===== src/rtl/alu_req_arbiter_pkg.sv =====
// alu_req_arbiter_pkg: op-code constants and state encoding shared by the arbiter and its ALU
package alu_req_arbiter_pkg;
   localparam logic [1:0] OP_ZERO = 2'b00;
   localparam logic [1:0] OP_ADD  = 2'b01;
   localparam logic [1:0] OP_SUB  = 2'b10;
   localparam logic [1:0] OP_MUL  = 2'b11;
   typedef enum logic {IDLE = 1'b0, HOLD = 1'b1} state_t;
endpackage


===== src/rtl/alu_req_arbiter_two_bit_alu.sv =====
// Two_bit_ALU: combinational 2-bit ALU with a 4-bit result; subtraction wraps modulo 16
module Two_bit_ALU
   import alu_req_arbiter_pkg::*;
(
   input  logic [1:0] op,
   input  logic [1:0] x,
   input  logic [1:0] y,
   output logic [3:0] result
);
   logic [3:0] xw, yw;
   assign xw = {2'b00, x};
   assign yw = {2'b00, y};
   // Select the operation; OP_ZERO yields zero
   always_comb begin
      result = (op == OP_ADD) ? xw + yw :
               (op == OP_SUB) ? xw - yw :
               (op == OP_MUL) ? xw * yw : 4'd0;
   end
endmodule


===== src/rtl/alu_req_arbiter.sv =====
// alu_req_arbiter: round-robin arbiter sharing one 2-bit ALU between two requesters, one registered response slot
module alu_req_arbiter
   import alu_req_arbiter_pkg::*;
(
   input  logic       clk,
   input  logic       rst,
   input  logic       req_valid_0,
   input  logic [1:0] req_op_0,
   input  logic [1:0] req_x_0,
   input  logic [1:0] req_y_0,
   output logic       req_ready_0,
   input  logic       req_valid_1,
   input  logic [1:0] req_op_1,
   input  logic [1:0] req_x_1,
   input  logic [1:0] req_y_1,
   output logic       req_ready_1,
   output logic       rsp_valid,
   input  logic       rsp_ready,
   output logic [3:0] rsp_data,
   output logic       rsp_id,
   output logic [7:0] op_count
);
   state_t     state, state_nx;
   logic       rr_ptr, gnt, gnt_id;
   logic [1:0] alu_op, alu_x, alu_y;
   logic [3:0] alu_res;
   Two_bit_ALU u_alu (.op(alu_op), .x(alu_x), .y(alu_y), .result(alu_res));
   assign rsp_valid = (state == HOLD);
   // Arbitrate when the slot is free or being drained; rr_ptr breaks ties; route the winner to the ALU
   always_comb begin
      gnt         = !rst && (state == IDLE || rsp_ready) && (req_valid_0 || req_valid_1);
      gnt_id      = (req_valid_0 && req_valid_1) ? rr_ptr : req_valid_1;
      req_ready_0 = gnt && !gnt_id;
      req_ready_1 = gnt && gnt_id;
      alu_op      = gnt_id ? req_op_1 : req_op_0;
      alu_x       = gnt_id ? req_x_1  : req_x_0;
      alu_y       = gnt_id ? req_y_1  : req_y_0;
      state_nx    = gnt ? HOLD : (rsp_ready ? IDLE : state);
   end
   // Capture the granted result, advance the pointer, count drained responses saturating at 255
   always_ff @(posedge clk) begin
      if (rst) begin
         state    <= IDLE;
         rsp_data <= 4'd0;
         rsp_id   <= 1'b0;
         rr_ptr   <= 1'b0;
         op_count <= 8'd0;
      end else begin
         state <= state_nx;
         if (gnt) begin
            rsp_data <= alu_res;
            rsp_id   <= gnt_id;
            rr_ptr   <= ~gnt_id;
         end
         if (rsp_valid && rsp_ready && op_count != 8'hFF) op_count <= op_count + 8'd1;
      end
   end
endmodule


===== config.mk =====
export PLATFORM = sky130hd
export DESIGN_NAME = alu_req_arbiter
export DESIGN_NICKNAME = d
export VERILOG_FILES = /design/src/rtl/alu_req_arbiter_pkg.sv /design/src/rtl/alu_req_arbiter_two_bit_alu.sv /design/src/rtl/alu_req_arbiter.sv
export SDC_FILE = /design/constraint.sdc
export NUM_CORES = 1
export LEC_CHECK = 0
export ABC_AREA = 0
export CAP_MARGIN = 10
export CORE_MARGIN = 8
export CORE_UTILIZATION = 35
export DETAILED_ROUTE_END_ITERATION = 12
export GPL_TIMING_DRIVEN = 0
export HOLD_SLACK_MARGIN = 0.06
export PLACE_DENSITY = 0.74
export SYNTH_ARGS = -nofsm -noshare
export SYNTH_HDL_FRONTEND = slang
export SYNTH_SLANG_ARGS = --single-unit

===== constraint.sdc =====
create_clock -name clk -period 5.9 [get_ports clk]
set_input_delay 1.475 -clock clk [delete_from_list [all_inputs] [get_ports clk]]
set_output_delay 1.475 -clock clk [all_outputs]
set_load 0.02 [all_outputs]

Yosys cells after proc, flatten, opt, wreduce, memory -nomap -nowiden

Index checks and enable logic that the tools add are counted.

Flip-flop bits (word level): 15
Input bits: 17
Output and inout bits: 16
Logic and storage cells: 36

$add $sub $neg: 3
Multiply operators: 1
Eq/ne operators: 4
Muxes and demuxes: 9
Bitwise gates (word level): 2
Reduce and logical (&&, ||, !) cells: 12

Operator list:

| cell                                           | count |
|---|---|
| two-way mux 4 bit                              | 3 |
| adder 8 x 1 -> 8 bit (second input constant)   | 1 |
| inequality test 8 bit (second input constant)  | 1 |
| logical AND 1 bit                              | 7 |
| two-way mux 2 bit                              | 3 |
| == test 2 bit (second input constant)          | 2 |
| multiplier 2 x 2 -> 4 bit                      | 1 |
| adder 2 x 2 -> 3 bit                           | 1 |
| two-way mux 1 bit                              | 3 |
| subtractor 2 x 2 -> 3 bit                      | 1 |
| == test 2 x 1 -> 1 bit (second input constant) | 1 |
| zero test 1 bit                                | 2 |
| logical OR 1 bit                               | 2 |
| inverter 1 bit                                 | 2 |
| nonzero test 2 bit                             | 1 |

Logic depth before layout (Yosys ltp)

Depth after elaboration: 7
Depth in mapped cells: 11
Depth with buffers taken out: 10

Hierarchy

Synthesis repeated with hierarchy kept, for this count alone.

Cell total of the unflattened synthesis: 106
Area, all modules: 925.9 um^2

By module, submodules not included:

| module          | instances | cells an instance | area an instance (um^2) | seq. area each (um^2) |
|---|---|---|---|---|
| alu_req_arbiter | 1         | 83                | 711.9                   | 300.3 |
| Two_bit_ALU     | 1         | 23                | 214.0                   | 0.0 |

Worst setup path after synthesis

Ideal clock, no wire load.

Path type: input to output
Start: input req_valid_1
End: output req_ready_1
Arrival: 2.567 ns
Data required time: 4.425 ns
Slack: 1.858 ns
Stages on the path: 3
Path buffers: 1
Cells stage by stage: buf_4 > inv_1 > nor4_1

Cells in the longest elaborated chain, start to end: 3
Elaborated cells on any way between the ends: 5
Classes of those cells: mux (1); reduce/logical (4)

RTL lines:

| element                                                       | RTL line                                     | RTL |
|---|---|---|
| start, declared                                               | alu_req_arbiter.sv:12                        | `input logic req_valid_1,` |
| logical AND 1 bit / logical OR 1 bit (equally long branches)  | alu_req_arbiter.sv:32, alu_req_arbiter.sv:31 |  |
| two-way mux 1 bit / logical AND 1 bit (equally long branches) | alu_req_arbiter.sv:32, alu_req_arbiter.sv:31 |  |
| logical AND 1 bit (*)                                         | alu_req_arbiter.sv:34                        | `req_ready_1 = gnt && gnt_id;` |
| end, declared                                                 | alu_req_arbiter.sv:16                        | `output logic req_ready_1,` |

Every way passes the cells marked *; elsewhere a longest branch is shown, timed or not.

Final worst setup path

Same ends and word-level chain as after synthesis.

==> metrics.txt <==
# TYPE chip_impl_metric gauge
chip_impl_info{name="status",value="complete, no violations"} 1
chip_impl_info{name="critical_path.most_common_cell",value="sky130_fd_sc_hd__clkdlybuf4s50_1"} 1
chip_impl_metric{name="crit_buf_inv",unit=""} 4
chip_impl_metric{name="route.final.wire_length",unit="mm"} 3.00
chip_impl_metric{name="grt-ovfl-total",unit=""} 0
chip_impl_metric{name="clock-skew-final",unit="ns"} 0.0150
chip_impl_metric{name="setup-violations-final",unit=""} 0
chip_impl_metric{name="placed_cell_area",unit="µm²"} 1420
chip_impl_metric{name="hold_buffers",unit=""} 0
chip_impl_info{name="rsz0062_at_grt",value="no"} 1
chip_impl_metric{name="static-leakage-power",unit="nW"} 0.550
chip_impl_metric{name="design.die.area",unit="µm²"} 5110
chip_impl_metric{name="mappedNetlistNets",unit=""} 153
chip_impl_metric{name="worst_setup_hold_path_clk_slew",unit="ns"} 0.11
chip_impl_metric{name="cap_violations",unit=""} 0
chip_impl_info{name="r2r_end",value="rsp_data[2]"} 1
chip_impl_metric{name="report.final.slew_viol_count",unit=""} 0
chip_impl_metric{name="timing.final.crit_share",unit="%"} 87.6
chip_impl_info{name="cts_tree",value="built"} 1
chip_impl_info{name="final_common_cell",value="sky130_fd_sc_hd__clkdlybuf4s50_1"} 1
chip_impl_metric{name="route.antenna.remaining_nets",unit=""} 0
chip_impl_info{name="clk_root_buffer_cell",value="sky130_fd_sc_hd__clkbuf_4"} 1
chip_impl_metric{name="groute.usage.overall",unit="%"} 11.7
chip_impl_metric{name="post_cts_resize_count",unit=""} 0
chip_impl_metric{name="timing.critical_path.arrival",unit="ns"} 3.69
chip_impl_metric{name="max_slew_margin",unit="%"} 54.4
chip_impl_info{name="timing.critical_path.to_type",value="output port"} 1
chip_impl_metric{name="effective_utilization_at_floorplan",unit="%"} 35.9
chip_impl_info{name="critical_path_class",value="in -> out"} 1
chip_impl_metric{name="layout.cell_area.non_filler",unit="µm²"} 1450
chip_impl_metric{name="antenna-diode-count",unit=""} 0
chip_impl_metric{name="holdWs",unit="ns"} 0.481
chip_impl_metric{name="drt-initial-drc-count",unit=""} 79
chip_impl_metric{name="die_x",unit="µm"} 71.5
chip_impl_metric{name="grt_max_degree",unit=""} 11
chip_impl_metric{name="globalplace.congestion",unit=""} 0.846
chip_impl_metric{name="vdd.ir_drop.worst",unit="V"} 0.0000654
chip_impl_metric{name="post-place-ws",unit="ns"} 0.835
chip_impl_metric{name="finish.net_count",unit=""} 188
chip_impl_info{name="min-delay-path-class",value="reg -> reg"} 1
chip_impl_metric{name="worst-r2r-cell-count",unit=""} 11
chip_impl_metric{name="yosys.cell_types.count",unit=""} 40
chip_impl_metric{name="synthesis.area_per_instance",unit="µm²"} 8.43
chip_impl_metric{name="critical_path.max_stage_delay",unit="ns"} 0.73
chip_impl_info{name="cp_cell_sequence",value="clkdlybuf4s50_1 > buf_4 > inv_1 > nor4_1 > clkdlybuf4s50_1"} 1
chip_impl_metric{name="power.density_cell_area",unit="nW/µm²"} 174
chip_impl_metric{name="fin_tns_setup",unit="ns"} 0
chip_impl_metric{name="first_global_vias",unit=""} 1072
chip_impl_metric{name="placeableCoreArea",unit="µm²"} 3000
chip_impl_metric{name="hold_path_depth",unit=""} 2
chip_impl_info{name="setup.worst_path.start_class",value="primary input"} 1
chip_impl_metric{name="timing_hold_violations_final",unit=""} 0
chip_impl_metric{name="cts_htree_levels",unit=""} 1
chip_impl_metric{name="synth-seq-area-share",unit="%"} 27.8
chip_impl_metric{name="postCtsSetupRepairBufs",unit=""} 0
chip_impl_metric{name="placed_cells",unit=""} 191
chip_impl_metric{name="synth.cell_area",unit="µm²"} 1080
chip_impl_metric{name="wl_per_cell",unit="µm"} 15.4
chip_impl_metric{name="cts_sinks",unit=""} 15
chip_impl_info{name="worst_path_max_delay_cell",value="sky130_fd_sc_hd__clkdlybuf4s50_1"} 1
chip_impl_metric{name="async_reset_ff_share",unit="%"} 0
chip_impl_metric{name="grt_antenna_before_repair",unit=""} 0
chip_impl_info{name="rr_startpoint",value="rr_ptr"} 1
chip_impl_info{name="synth_ff_type",value="sky130_fd_sc_hd__dfxtp_1"} 1
chip_impl_metric{name="post_drt_via_cell_ratio",unit=""} 5.71
chip_impl_metric{name="synth_warnings",unit=""} 0
chip_impl_metric{name="route.detailed.drc",unit=""} 0
chip_impl_metric{name="post-route-worst-setup-slack",unit="ns"} 0.730
chip_impl_metric{name="syn_inst",unit=""} 128
chip_impl_metric{name="post-dp-hpwl",unit="mm"} 2.34
chip_impl_metric{name="synth_edf_count",unit=""} 0
chip_impl_metric{name="clock_period_minus_worst_slack",unit="ns"} 5.17
chip_impl_metric{name="via_count",unit=""} 1113
chip_impl_metric{name="std_cell_rows",unit=""} 20
chip_impl_info{name="critical-path-top-delay-family",value="buffers and inverters"} 1
chip_impl_metric{name="final_util",unit="%"} 48.2
chip_impl_metric{name="die_height",unit="µm"} 71.5
chip_impl_metric{name="io_pins",unit=""} 33
chip_impl_info{name="whs_endpoint",value="rsp_data[1]"} 1
chip_impl_metric{name="finish.cell_count_without_fillers",unit=""} 195
chip_impl_metric{name="wire_length_of_the_first_global_routing_pass",unit="mm"} 5.02
chip_impl_metric{name="area.growth.synth_to_final",unit="%"} 34.2
chip_impl_metric{name="design_power_total",unit="mW"} 0.253
chip_impl_metric{name="critical_path.max_fanout",unit=""} 10
chip_impl_metric{name="minimum_setup_slack_among_reg_to_reg_paths",unit="ns"} 3.25
chip_impl_info{name="layout_common_cells",value="sky130_fd_sc_hd__clkdlybuf4s50_1, sky130_fd_sc_hd__dfxtp_1, sky130_fd_sc_hd__nor2_1, sky130_fd_sc_hd__nand2_1, sky130_fd_sc_hd__nand2b_1"} 1
chip_impl_metric{name="layout_cells_sized_above_1",unit="%"} 7.41
chip_impl_metric{name="drt_pre_antenna_iters",unit=""} 4
chip_impl_metric{name="postSynthRegisterBits",unit=""} 15
chip_impl_metric{name="numCtsBuffers",unit=""} 3
chip_impl_info{name="hold_startpoint",value="rsp_data[1]"} 1
chip_impl_metric{name="max_root_sink_buffers",unit=""} 2
chip_impl_metric{name="maxClockFrequency",unit="MHz"} 193
chip_impl_metric{name="max_slew.worst_pin.slew",unit="ns"} 0.678
chip_impl_metric{name="clk_latency",unit="ns"} 0.30
chip_impl_metric{name="buffer_ports.inserted",unit=""} 30
chip_impl_metric{name="worst-endpoint-required",unit="ns"} 4.43
[cells by family (layout without fill, tap and decap cells)]
logic type,after synthesis,after routing,share of synthesized area [%]
AOI/OAI and AO/OA,29,29,19.8
muxes,7,7,6.73
xor gates and xnor gates,6,6,4.87
adders and majority gates,8,8,10.7
and+or+nand+nor,52,52,25.6
buffers and inverters,11,45,4.41
DFF,15,15,27.8
[worst reg2reg max path: stages (launching register included)]
cell and delay (ns):
sky130_fd_sc_hd__dfxtp_1 0.34, sky130_fd_sc_hd__nand2b_1 0.13, sky130_fd_sc_hd__buf_2 0.17, sky130_fd_sc_hd__nand2_2 0.21
sky130_fd_sc_hd__mux2_2 0.42, sky130_fd_sc_hd__nor2b_1 0.15, sky130_fd_sc_hd__ha_1 0.22, sky130_fd_sc_hd__ha_1 0.29
sky130_fd_sc_hd__nand2_1 0.07, sky130_fd_sc_hd__a211oi_1 0.07, sky130_fd_sc_hd__a311oi_1 0.29, sky130_fd_sc_hd__o221ai_1 0.16
[sequential cells by signal (all words and copies together), names as in the netlist]
| signal | cells |
|---|---|
| op_count | 8 |
| rsp_data | 4 |
| rr_ptr | 1 |
| rsp_id | 1 |
| rsp_valid | 1 |
[synthesized netlist by cell type, types with 2 or more instances]
| library cell | count | area share, % |
|---|---|---|
| sky130_fd_sc_hd__ha_1 | 6 | 7.0 |
| sky130_fd_sc_hd__mux2_2 | 2 | 2.1 |
| sky130_fd_sc_hd__nand2b_1 | 7 | 4.1 |
| sky130_fd_sc_hd__a21oi_1 | 6 | 2.8 |
| sky130_fd_sc_hd__buf_2 | 2 | 0.93 |
| sky130_fd_sc_hd__nor4b_1 | 2 | 1.6 |
| sky130_fd_sc_hd__mux2i_1 | 5 | 4.6 |
| sky130_fd_sc_hd__nor2_1 | 12 | 4.2 |
| sky130_fd_sc_hd__nor2b_1 | 4 | 2.3 |
| sky130_fd_sc_hd__xnor2_1 | 2 | 1.6 |
| sky130_fd_sc_hd__inv_1 | 5 | 1.7 |
| sky130_fd_sc_hd__nand4_1 | 4 | 2.3 |
| sky130_fd_sc_hd__xor2_1 | 4 | 3.2 |
| sky130_fd_sc_hd__nand2_1 | 8 | 2.8 |
| sky130_fd_sc_hd__nor3_1 | 4 | 1.9 |
| sky130_fd_sc_hd__o221ai_1 | 2 | 1.6 |
| sky130_fd_sc_hd__a211oi_1 | 4 | 2.8 |
| sky130_fd_sc_hd__o211ai_1 | 3 | 2.1 |
| sky130_fd_sc_hd__a311oi_1 | 3 | 2.4 |
| sky130_fd_sc_hd__o2111ai_1 | 2 | 1.6 |
| sky130_fd_sc_hd__clkbuf_1 | 2 | 0.70 |
| sky130_fd_sc_hd__nand3_1 | 2 | 0.93 |
| sky130_fd_sc_hd__dfxtp_1 | 15 | 28 |
| sky130_fd_sc_hd__o21ai_0 | 3 | 1.4 |
| sky130_fd_sc_hd__fa_1 | 2 | 3.7 |
| sky130_fd_sc_hd__and3_1 | 3 | 1.7 |
[how the worst max path moves through the flow]
stage	from	endpoint	slack, ns	cells past startpoint
CTS	req_valid_1	req_ready_1	0.82	5
global route	req_valid_1	req_ready_1	0.70	5
finish	req_valid_1	req_ready_1	0.73	5
floorplan	req_valid_1	req_ready_1	1.86	3
detailed placement	req_valid_1	req_ready_1	0.83	5
global placement	req_valid_1	req_ready_1	0.84	5
[power by group]
part           switching (mW)  internal (mW)  leakage, nW
Sequential            0.00401          0.106        0.122
Combinational          0.0419         0.0379        0.410
Clock                  0.0376         0.0252       0.0177
Total                  0.0835          0.169        0.550
[layout make-up]
cell class                      count  area (µm²)
Clock buffer                        3        22.5
Clock inverter                      1        5.00
Multi-Input combinational cell    102         731
Sequential cell                    15         300
Inverter                            5        18.8
Tap cell                           33        41.3
Buffer                              6        28.8
Timing Repair Buffer               30         300
Fill cell                         288        1560
[routing by layer]
metal  global-route usage (%)  vias to the layer above  wire [µm]
li1                         -                      536          -
met1                     14.7                      538       1290
met2                     19.5                       39       1530
met3                     2.09                        0        177
met4                     4.31                        0          0
met5                        0                        -          0
No activity file was read; power rests on OpenSTA's default activity.
==> variant, RTL diff (same flow settings) <==
Reset style: asynchronous (`rst`), changed in one clocked block.
--- a/src/rtl/alu_req_arbiter.sv
+++ b/src/rtl/alu_req_arbiter.sv
@@ -40,3 +40,3 @@
    // Capture the granted result, advance the pointer, count drained responses saturating at 255
-   always_ff @(posedge clk) begin
+   always_ff @(posedge clk or posedge rst) begin
       if (rst) begin
Behaviour: differs if rst is asserted again (counterexample within 4 cycles, from zero or initial values and one cycle with rst high); with rst held inactive, the same outputs for 10 cycles.
==> variant against the original RTL <==
  * Die area up 5.9%
  * Cell area rose by 6.1%
  * Wire length fell by 12%
  * Highest routed layer is now met4
  * Synthesized area grew 7.7%
  * Cell count is the same
  * Clock skew fell by 15 ps
  * Sequential cell count is the same
  * Worst setup slack improved by 350 ps
  * Via count down 14%
Power is not compared: it rests on default switching activity, and its combinational part moved more than twofold at a synthesized area within 25%.
==> variant: results (changes against the original RTL) <==
[outcome]
status = complete, no violations

[cells_and_area]
top_flop_regs = op_count: 8 flops, rsp_data: 4 flops
layout-drive-gt1-share_pct = 13.42  ; +6.0 points
finalNetCount = 175  ; -6.9%
final.fill_count = 330  ; +15%
diodes = 0  ; unchanged

[placed_design]
gp_routability_congestion = 0.8164  ; -3.5%
post-place-ws_ps = 1085  ; +250.9 ps
hpwlAfterDp_um = 2179  ; -7.0%
port-buffer-count = 29  ; -3.3%

[setup_path]
r2r-start = rr_ptr$_DFFE_PP0P_
critical_path.max_fanout = 8  ; -2
cpPeakStageDelay_ps = 620  ; -110 ps
critical_path.startpoint = rsp_ready
crit_arrival_ps = 3340  ; -350 ps
critical_path.slowest_cell = clkdlybuf4s50_1

[detailed_routing]
top_signal_layer_used = met4
total_routed_wire_length_on_the_met1_layer_um = 1116  ; -14%
drt-total-wl_um = 2630  ; -12%
routed-wl-met3_um = 167  ; -5.6%
number_of_vias_after_detailed_routing = 961  ; -14%
drt_pass1_iterations = 4  ; unchanged
wl_met2_um = 1319  ; -14%
drt_first_iter_violations = 28  ; -65%

[synthesis]
post_synthesis_instance_area_um2 = 1161  ; +7.7%
synth_commonest_cells = 15 x dfrtp_1, 9 x nand2_1, 8 x nand2b_1
synthTopCellsByArea = dfrtp_1 32%, ha_1 6.5%, xnor2_1 4.5%
synth_cell_types = 42  ; +5.0%
syn_nets = 141  ; -7.8%
ys_seq_area_share_pct = 32.33  ; +4.5 points
synthesis.yosys.warnings = 0  ; unchanged
synth_flop_cell = dfrtp_1
share_of_synthesized_registers_carrying_an_async_set_or_reset_pct = 100.0  ; +100 points

[clocking]
numCtsBuffers = 3  ; unchanged
worstSkewPairLatency_ps = 280  ; -20 ps
post_cts.resized_instances = 0  ; unchanged
clk_path_buf_depth = 2  ; unchanged
ctsHtreeMaxLevel = 1  ; unchanged
clk_root_buffer_cell = clkbuf_4
post_cts_setup_driven_buffer_insertion_count = 0  ; unchanged
cts.reportedPaths.clkPinSlew_ps = 90  ; -20 ps

[worst_hold_path]
worstHoldPathType = reg -> reg
hold_path_startpoint = rsp_id$_DFFE_PP0P_

[pwr]
p_leak_nw = 0.6489
swShare_pct = 39.24
power.ir.vdd_worst_mv = 0.07323

[grt]
largest_net_degree_at_the_start_of_global_routing = 16  ; +5
grt_util_all_layers_pct = 10.50  ; -1.2 points
grt_remaining_overflow = 0  ; unchanged
initial_antenna_violation_count = 0  ; unchanged
global_route_wire_length_before_repair_um = 4567  ; -9.1%
grt_pass1_vias = 1043  ; -2.7%

[sta]
worst_clock_skew_ps = 0.4101  ; -14.63 ps
worstMarginPinSlew_ps = 563.3  ; -114.7 ps

[variant: cell count changes in the layout (fill, tap and decap cells not counted), moves of 2 or more]
cell and delta:
buf_6 +2, dfxtp_1 -15, nor3_1 -2, xnor2_1 +4
buf_2 -2, nor2_1 -8, mux2_4 +2, dfrtp_1 +15
nor2b_1 -3, o211ai_1 -2, and2b_1 +2, o2111ai_1 -2
mux2i_1 -3, xor2_1 -2
[variant: path summary, 6_finish.rpt]
kind | endpoint | slack [ps] | cells after the start
max | req_ready_0 | 1080 | 6
min | rsp_id$_DFFE_PP0P_ | 490 | 1
max reg2reg | rsp_data[1]$_DFFE_PP0P_ | 3190 | 12
min reg2reg | rsp_id$_DFFE_PP0P_ | 490 | 1
max in group asynchronous | op_count[1]$_DFFE_PP0P_ | 3970 | 2
min in group asynchronous | rsp_data[0]$_DFFE_PP0P_ | 1560 | 2
[variant: per-stage QoR]
stage	cell area [um^2]	std cells	hold slack (ps)
after global routing	1536	195	524.5
after detailed placement	1509	191	472.1
after global placement	1509	191	464.3
after CTS	1536	195	494.3
final	1536	195	491.6
after floorplan	1161	116	472.5
[variant: critical path, delay by kind of cell]
| family | cells | cell delay (ps) |
|---|---|---|
| buffers and inverters | 3 | 1290 |
| AO/OA/AOI/OAI | 1 | 130 |
| AND/OR/NAND/NOR | 2 | 440 |
[variant: metal layers]
layer  vias to the layer above  GRT usage (%)
met2                        33          18.31
li1                        477              -
met3                         3          3.138
met1                       448          12.05
met5                         -              0
met4                         0          2.661
[variant: final cells by class]
type                       count  share of cell area, %
multi-input combinational     88                  46.50
sequential                    15                  24.43
timing repair buffer          29                  18.89
tap                           46                  3.746
buffer                         6                  2.932
inverter                       7                  1.710
clock buffer                   3                  1.466
clock inverter                 1                 0.3257
[variant: power by group through the flow]
stage                     Sequential, mW  Clock, mW  Combinational, mW
after global routing               0.167     0.0674              0.233
after floorplan                    0.191          0             0.0952
final                              0.161     0.0598              0.214
after global placement             0.161          0              0.211
after detailed placement           0.163          0              0.216
after CTS                          0.161     0.0618              0.217
[variant: cells by family (layout without fill, tap and decap cells)]
family          after synthesis  in the layout  share of synthesized area (%)
fa+ha+maj                     8              8                          9.914
mux                           6              6                          7.220
buf+inv                      13             46                          6.142
simple gates                 41             41                          21.12
xor+xnor                      8              8                          6.035
compound gates               25             25                          17.24
flops                        15             15                          32.33
